===== src/rtl/regfile_wb_arbiter_pkg.sv =====
`default_nettype none
// ============================================================================
// Module   : regfile_wb_arbiter_pkg
// Purpose  : Shared writeback-source indices and sizing helpers.
// Revision : 1.0 - initial release
// ============================================================================
package regfile_wb_arbiter_pkg;

    localparam int NUM_WB_REQ    = 3;
    localparam int WB_SRC_ALU    = 0;
    localparam int WB_SRC_LOAD   = 1;
    localparam int WB_SRC_MULDIV = 2;

    typedef enum logic [1:0] {
        SRC_ALU    = 2'd0,
        SRC_LOAD   = 2'd1,
        SRC_MULDIV = 2'd2
    } wb_src_e;

    // A one-requester pointer would otherwise collapse to zero bits.
    function automatic int ptr_width(input int n);
        return (n > 1) ? $clog2(n) : 1;
    endfunction

endpackage
`default_nettype wire


===== src/rtl/regfile_wb_arbiter_rr_arbiter.sv =====
`default_nettype none
// ============================================================================
// Module   : rr_arbiter
// Purpose  : Round-robin arbiter; owns the priority pointer.
// Revision : 1.0 - initial release
// ============================================================================
module rr_arbiter
    import regfile_wb_arbiter_pkg::*;
#(
    parameter int NUM_REQ = NUM_WB_REQ,
    parameter int PTR_W   = ptr_width(NUM_REQ)
) (
    input  logic               clock,
    input  logic               reset_n,
    input  logic [NUM_REQ-1:0] valid,
    output logic [NUM_REQ-1:0] grant,
    output logic [PTR_W-1:0]   grant_idx,
    output logic               grant_any
);

    localparam logic [PTR_W:0]   C_NUM  = (PTR_W+1)'(NUM_REQ);
    localparam logic [PTR_W-1:0] C_LAST = PTR_W'(NUM_REQ - 1);

    logic [PTR_W-1:0] ptr_q;
    logic [PTR_W-1:0] ptr_d;

    always_comb begin
        logic [PTR_W:0]   w_sum;
        logic [PTR_W-1:0] w_idx;
        grant     = '0;
        grant_idx = '0;
        grant_any = 1'b0;
        w_sum     = '0;
        w_idx     = '0;
        for (int k = 0; k < NUM_REQ; k++) begin
            w_sum = {1'b0, ptr_q} + (PTR_W+1)'(k);
            if (w_sum >= C_NUM) begin
                w_sum = w_sum - C_NUM;
            end
            w_idx = w_sum[PTR_W-1:0];
            if (!grant_any && valid[w_idx]) begin
                grant[w_idx] = 1'b1;
                grant_idx    = w_idx;
                grant_any    = 1'b1;
            end
        end
    end

    always_comb begin
        ptr_d = ptr_q;
        if (grant_any) begin
            ptr_d = (grant_idx == C_LAST) ? '0 : grant_idx + PTR_W'(1);
        end
    end

    always_ff @(posedge clock or negedge reset_n) begin
        if (!reset_n) begin
            ptr_q <= '0;
        end else begin
            ptr_q <= ptr_d;
        end
    end

endmodule
`default_nettype wire


===== src/rtl/regfile_wb_arbiter.sv =====
`default_nettype none
// ============================================================================
// Module   : regfile_wb_arbiter
// Purpose  : Shares the regfile write port among writeback sources and keeps
//            the per-register busy scoreboard used by decode.
// Revision : 1.0 - initial release
// ============================================================================
module regfile_wb_arbiter
    import regfile_wb_arbiter_pkg::*;
#(
    parameter int NUM_REQ = NUM_WB_REQ,
    parameter int XLEN    = 32,
    parameter int ADDR_W  = 5
) (
    input  logic                      clock,
    input  logic                      reset_n,
    input  logic [NUM_REQ-1:0]        req_valid,
    output logic [NUM_REQ-1:0]        req_ready,
    input  logic [NUM_REQ*ADDR_W-1:0] req_rd,
    input  logic [NUM_REQ*XLEN-1:0]   req_data,
    input  logic                      reserve_valid,
    input  logic [ADDR_W-1:0]         reserve_rd,
    output logic                      reserve_ready,
    input  logic                      flush,
    input  logic [ADDR_W-1:0]         rs1_address,
    input  logic [ADDR_W-1:0]         rs2_address,
    output logic                      rs1_busy,
    output logic                      rs2_busy,
    output logic                      write_enable,
    output logic [ADDR_W-1:0]         rd_address,
    output logic [XLEN-1:0]           rd_data
);

    localparam int C_NUM_REGS = 1 << ADDR_W;
    localparam int C_PTR_W    = ptr_width(NUM_REQ);

    logic [NUM_REQ-1:0]    w_grant;
    logic [C_PTR_W-1:0]    w_grant_idx;
    logic                  w_grant_any;
    logic                  w_handshake;
    logic                  w_reserve_set;
    logic [ADDR_W-1:0]     w_sel_rd;
    logic [XLEN-1:0]       w_sel_data;

    logic                  wr_en_q,   wr_en_d;
    logic [ADDR_W-1:0]     rd_addr_q, rd_addr_d;
    logic [XLEN-1:0]       rd_data_q, rd_data_d;
    logic [C_NUM_REGS-1:0] busy_q,    busy_d;

    rr_arbiter #(
        .NUM_REQ (NUM_REQ),
        .PTR_W   (C_PTR_W)
    ) u_rr_arbiter (
        .clock     (clock),
        .reset_n   (reset_n),
        .valid     (req_valid),
        .grant     (w_grant),
        .grant_idx (w_grant_idx),
        .grant_any (w_grant_any)
    );

    // Grants are visible combinationally but suppressed while reset is held.
    assign req_ready   = reset_n ? w_grant : '0;
    assign w_handshake = reset_n & w_grant_any;

    always_comb begin
        w_sel_rd   = '0;
        w_sel_data = '0;
        for (int i = 0; i < NUM_REQ; i++) begin
            if (w_grant_idx == C_PTR_W'(i)) begin
                w_sel_rd   = req_rd[i*ADDR_W +: ADDR_W];
                w_sel_data = req_data[i*XLEN +: XLEN];
            end
        end
    end

    // x0 writes still consume a grant but never reach the regfile.
    always_comb begin
        wr_en_d   = 1'b0;
        rd_addr_d = rd_addr_q;
        rd_data_d = rd_data_q;
        if (w_handshake) begin
            wr_en_d   = (w_sel_rd != '0);
            rd_addr_d = w_sel_rd;
            rd_data_d = w_sel_data;
        end
    end

    assign reserve_ready = reset_n & (~busy_q[reserve_rd] | (reserve_rd == '0));
    assign w_reserve_set = reserve_valid & reserve_ready & (reserve_rd != '0);

    // Priority: retire clear, then reservation set, then flush over everything.
    always_comb begin
        busy_d = busy_q;
        if (wr_en_q) begin
            busy_d[rd_addr_q] = 1'b0;
        end
        if (w_reserve_set) begin
            busy_d[reserve_rd] = 1'b1;
        end
        if (flush) begin
            busy_d = '0;
        end
    end

    always_ff @(posedge clock or negedge reset_n) begin
        if (!reset_n) begin
            wr_en_q   <= 1'b0;
            rd_addr_q <= '0;
            rd_data_q <= '0;
            busy_q    <= '0;
        end else begin
            wr_en_q   <= wr_en_d;
            rd_addr_q <= rd_addr_d;
            rd_data_q <= rd_data_d;
            busy_q    <= busy_d;
        end
    end

    assign rs1_busy     = busy_q[rs1_address];
    assign rs2_busy     = busy_q[rs2_address];
    assign write_enable = wr_en_q;
    assign rd_address   = rd_addr_q;
    assign rd_data      = rd_data_q;

endmodule
`default_nettype wire


===== config.mk =====
export PLATFORM = sky130hd
export DESIGN_NAME = regfile_wb_arbiter
export DESIGN_NICKNAME = d
export VERILOG_FILES = /design/src/rtl/regfile_wb_arbiter_pkg.sv /design/src/rtl/regfile_wb_arbiter_rr_arbiter.sv /design/src/rtl/regfile_wb_arbiter.sv
export SDC_FILE = /design/constraint.sdc
export NUM_CORES = 1
export LEC_CHECK = 0
export ABC_AREA = 1
export CAP_MARGIN = 20
export CORE_MARGIN = 2
export CORE_UTILIZATION = 50
export DETAILED_ROUTE_END_ITERATION = 10
export HOLD_SLACK_MARGIN = 0.06
export PLACE_DENSITY = 0.88
export SYNTH_ARGS = -nofsm -noshare
export SYNTH_HDL_FRONTEND = slang
export SYNTH_SLANG_ARGS = --single-unit

===== constraint.sdc =====
create_clock -name clock -period 3.22 [get_ports clock]
set_input_delay 0.644 -clock clock [delete_from_list [all_inputs] [get_ports clock]]
set_output_delay 0.644 -clock clock [all_outputs]
set_load 0.03 [all_outputs]

# Word level (Yosys, flattened, before mapping)
# Cells that the tools add are included.
classes:
  n_addsub: 6
  magnitude_cmp: 15
  n_eq_ne: 2
  n_mux: 46
  bitwise: 11
  n_reduce_logical: 13
op_table:
  columns: ["op", "count"]
  rows:
  - ["$mux W32", 6]
  - ["$and A32 B32 Y32", 1]
  - ["$not A32 Y32", 1]
  - ["$or A32 B32 Y32", 1]
  - ["$lt A5 B6 Y1 const B", 4]
  - ["$bmux W1 S5", 3]
  - ["$mux W1", 15]
  - ["$mux W5", 3]
  - ["$mux W2", 7]
  - ["$mux W3", 4]
  - ["$demux W1 S5", 2]
  - ["$ge A5 B1 Y1 const B", 2]
  - ["$reduce_bool A5 Y1", 2]
  - ["$lt A2 B3 Y1 const B", 3]
  - ["$logic_and A1 B1 Y1", 7]
  - ["$bmux W1 S2", 3]
  - ["$demux W1 S2", 3]
  - ["$ge A2 B1 Y1 const B", 3]
  - ["$ge A3 B2 Y1 const B", 2]
  - ["$or A3 B3 Y3", 2]
  - ["$sub A2 B2 Y2 const B", 3]
  - ["$logic_not A5 Y1", 1]
  - ["$and A1 B1 Y1", 4]
  - ["$add A2 B1 Y3 const B", 1]
  - ["other kinds (9)", 10]
totals:
  regBits: 72
  output_inout_bits: 44
  word_cells: 98

# Depth between registers and ports, before layout
depth:
  ltp_word: 17
  ltp_mapped: 18
  ltp_nobuf: 17

# Cells and area by module
# Synthesis repeated with hierarchy kept, for this count alone.
unflattened:
  cells_unflattened: 751
  hier_area_um2: 4999.8
by_module_without_submodules:
  columns: ["mod", "instances", "cells_each", "area_per_inst_um2", "seq_area_each_um2"]
  rows:
  - ["regfile_wb_arbiter", 1, 686, 4589.4, 1751.7]
  - ["rr_arbiter", 1, 65, 410.4, 50.0]

# Worst setup path after synthesis
# Ideal clock, no wire load.
synth_path:
  path_type: "in2out"
  start: "input port rs2_address[0]"
  end: "output port rs2_busy"
  t_arrival_ns: 2.168
  required_time_ns: 2.576
  setup_slack_ns: 0.408
  cell_stages: 7
  path_buffers: 2
  cell_sequence: "clkbuf_1 -> inv_1 -> clkbuf_1 -> nor2_1 -> o311ai_0 -> a31oi_1 -> a32oi_1"
synth_via:
  elab_chain_cells: 2
synth_lines:
  columns: ["item", "line_no", "text"]
  rows:
  - ["from (decl)", "regfile_wb_arbiter.sv:26", "input logic [ADDR_W-1:0] rs2_address,"]
  - ["$bmux W1 S5", "regfile_wb_arbiter.sv:121", "assign rs2_busy = busy_q[rs2_address];"]
  - ["$mux W1 (implied by the code)", "regfile_wb_arbiter.sv:121", null]
  - ["to (decl)", "regfile_wb_arbiter.sv:28", "output logic rs2_busy,"]
# Every way passes these cells. The select of a mux whose other input is x is not followed.

# Final worst setup path
layout_path:
  start: "input port reserve_rd[1]"
  end: "output port reserve_ready"
layout_via:
  elab_chain_cells: 5
  elab_cells_between_ends: 6
  cone_classes: "2 x mux; 3 x bitwise; 1 x reduce/logical"
layout_lines:
  columns: ["item", "line_no", "text"]
  rows:
  - ["from (decl)", "regfile_wb_arbiter.sv:22", "input logic [ADDR_W-1:0] reserve_rd,"]
  - ["$bmux W1 S5", "regfile_wb_arbiter.sv:89", "assign reserve_ready = reset_n & (~busy_q[reserve_rd] | (reserve_rd == '0));"]
  - ["$mux W1 (implied by the code)", "regfile_wb_arbiter.sv:89", null]
  - ["$not A1 Y1", "regfile_wb_arbiter.sv:89", null]
  - ["$or A1 B1 Y1 (*)", "regfile_wb_arbiter.sv:89", null]
  - ["$and A1 B1 Y1 (*)", "regfile_wb_arbiter.sv:89", null]
  - ["to (decl)", "regfile_wb_arbiter.sv:23", "output logic reserve_ready,"]
# Mark *: on every way between the ends. The rest lies on a longest branch, timed or not. The select of a mux whose other input is x is not followed.

==> results.sh <==
export IMPL_htreeDepth=3
export IMPL_maxCapViolations=0
export IMPL_dr_pass1_iters=5
export IMPL_yosysSeqAreaShare_pct=35.8
export IMPL_yosys_register_bits=72
export IMPL_dieWidth_um=104
export IMPL_root_buffer="clkbuf_8"
export IMPL_insertion_delay_ps=350
export IMPL_yosysWarningCount=0
export IMPL_syn_num_nets=894
export IMPL_internal_power_mw=3.10
export IMPL_num_rows=36
export IMPL_hp_class="reg -> reg"
export IMPL_start_util_pct=51.5
export IMPL_drtAntennaViolNets=0
export IMPL_synth_main_ff_cell="dfrtp_1"
export IMPL_syn2layout_area_growth_pct=44.7
export IMPL_grt_usage_pct=32.1
export IMPL_cts_inserted_buffers=9
export IMPL_cp_start_kind="input port"
export IMPL_grt_start_max_net_pins=74
export IMPL_route_detailed_drc=0
export IMPL_report_final_slew_viol_count=0
export IMPL_worst_r2r_setup_slack_ps=670
export IMPL_dp_cells=1061
export IMPL_tightestPinTransition_ps=1070
export IMPL_leakage_nw=3.14
export IMPL_synth_top_cell_by_area="dfrtp_1"
export IMPL_yosysMostFrequentCell="nand2_1"
export IMPL_synth_edff_count=0
export IMPL_clock_skew_ps=9.96
export IMPL_diodes=0
export IMPL_layout_drive_gt1_share_pct=9.07
export IMPL_slew_headroom_pct=28.4
export IMPL_r2r_cells=16
export IMPL_worstPathMaxFanout=14
export IMPL_cp_endpoint="reserve_ready"
export IMPL_fin_crit_sh_pct=96.0
export IMPL_power_density_mw_per_mm2=840
export IMPL_setup_violations=0
export IMPL_startpoint="reserve_rd[1]"
export IMPL_hold_viol_final=0
export IMPL_fin_cells=1081
export IMPL_antenna_found_initial=0
export IMPL_dieArea_mm2=0.0109
export IMPL_fin_hold_ws_ps=489
export IMPL_final_nets=1080
export IMPL_hpwl_um=13100
export IMPL_synth_top_area_share_pct=35.8
export IMPL_critPathKind="in -> out"
export IMPL_io_buffers=176
export IMPL_cp_data_required_time_ps=2580
export IMPL_crit_path_end_kind="primary output"
export IMPL_grt_pass1_wl_um=28000
export IMPL_vias_per_cell=5.49
export IMPL_drt_iter0_markers=408
export IMPL_cts_buffer_depth=2
export IMPL_cts_sinks=72
export IMPL_avgSynthCellArea_um2=6.65
export IMPL_die_h_um=104
export IMPL_gr_total_overflow=0
export IMPL_gp_congestion=1.00
export IMPL_synth_top_cells_by_count="187 x nand2_1, 129 x nor2_1, 72 x dfrtp_1, 61 x inv_1, 56 x o21ai_0"
export IMPL_ys_types=31
export IMPL_core_area_mm2=0.00977
export IMPL_fmax_mhz=323
export IMPL_switching_share_pct=49.3
export IMPL_p_clk_share_pct=14.4
export IMPL_ir_drop_v=0.000607
export IMPL_worst_ep_arrival_time_ps=2450
export IMPL_status="completed"
export IMPL_grt_pass1_vias=5577
export IMPL_combPwrFrac_pct=63.2
export IMPL_synth_async_reset_ratio_pct=100
export IMPL_wl_um=17300
export IMPL_io_pin_count=177
export IMPL_wl_per_cell_um=16.0
export IMPL_period_needed_ps=3090
export IMPL_p_seq_share_pct=22.4
export IMPL_syn_cell_area_mm2=0.00503
export IMPL_vias=5939
export IMPL_syn_inst=757
export IMPL_clk_pin_slew_worst_paths_ps=80
export IMPL_cts_tree="built"
export IMPL_synthTopCellsByArea="dfrtp_1 36%, nand2_1 14%, nor2_1 9.6%"
export IMPL_switchingPower_mw=3.02
export IMPL_r2r_start="u_rr_arbiter.ptr_q[0]$_DFFE_PN0N_"
export IMPL_rr_endpoint="write_enable$_DFF_PN0_"
## flip-flops by register name, summed over array words and instances (netlist names)
| name | count |
|---|---|
| rd_data | 32 |
| write_enable | 1 |
| u_rr_arbiter.ptr_q | 2 |
| busy_q | 32 |
| rd_address | 5 |
## metrics by stage
step                      power [mW]  setup slack, ps  utilization (%)  setup TNS (ps)  cell area (um2)
after floorplan                 3.85              408                -               0             5030
after global placement          5.14             7.71             71.6               0             6990
after detailed placement        5.20             8.33             71.6               0             6990
after CTS                       6.08              126             74.0               0             7230
after global routing            6.54            -13.1             74.5           -13.1             7290
final                           6.12              129             74.5               0             7290
## metal layers
layer  track usage [%]  vias up  routed length, um
li1                  -     2871                  -
met1              40.4     2692               6790
met2              53.5      324               8390
met3              7.58       52               1640
met4              11.7        0                529
met5                 0        -                  0
## kinds of logic after synthesis
kind of cell	count (synthesis)	share of synthesized area (%)
compound gates	185	21.6
flops	72	35.8
simple gates	392	32.4
fa+ha+maj	4	0.994
buf+inv	104	9.22
## worst min-delay path by stage
stage,start,end,slack (ps),cells after the start
after global routing,rd_data[29]$_DFFE_PN0P_,rd_data[29]$_DFFE_PN0P_,510,2
after floorplan,reset_n,busy_q[0]$_DFF_PN0_,350,0
after global placement,rd_data[10]$_DFFE_PN0P_,rd_data[10]$_DFFE_PN0P_,470,2
after detailed placement,rd_data[10]$_DFFE_PN0P_,rd_data[10]$_DFFE_PN0P_,470,2
after CTS,rd_data[10]$_DFFE_PN0P_,rd_data[10]$_DFFE_PN0P_,490,2
final,rd_data[10]$_DFFE_PN0P_,rd_data[10]$_DFFE_PN0P_,490,2
## timing repair
item,4_1_cts,5_1_grt
gates resized for setup,3,5
pin swaps,0,1
hold buffers,0,0
buffers inserted,0,3
setup endpoints to repair,3,4
## power by group through the flow
| stage | sequential (mW) | clock [mW] | combinational (mW) |
|---|---|---|---|
| floorplan | 1.83 | 0 | 2.02 |
| global placement | 1.38 | 0 | 3.76 |
| detailed placement | 1.37 | 0 | 3.83 |
| CTS | 1.37 | 0.886 | 3.83 |
| global route | 1.40 | 0.922 | 4.21 |
| finish | 1.37 | 0.879 | 3.87 |
## placed cells by master, fill, tap and decap left out, types with 18 or more instances in the layout
cell / netlist / final
a21boi_0: 18 / 18
a21oi_1: 47 / 47
buf_4: 6 / 32
clkdlybuf4s50_1: 0 / 169
dfrtp_1: 72 / 72
inv_1: 61 / 61
nand2_1: 187 / 187
nor2_1: 129 / 129
nor3_1: 21 / 21
o21ai_0: 56 / 56
## worst max-delay path: stages
cell and delay, ps:
clkdlybuf4s50_1 530, inv_4 160, nor2_4 60, buf_12 140
nand2_1 50, o21ai_0 70, o21ai_0 160, nand2_1 80
inv_1 80, nand4_1 100, a21oi_1 180, buf_4 190
## cell type report
type | count | area (um2)
tap | 133 | 166
clock buffer | 9 | 124
clock inverter | 7 | 120
timing repair buffer | 209 | 2040
sequential | 72 | 1800
multi-input combinational | 581 | 2770
inverter | 70 | 265
fill | 762 | 2490
(Power assumes the default switching activity.)
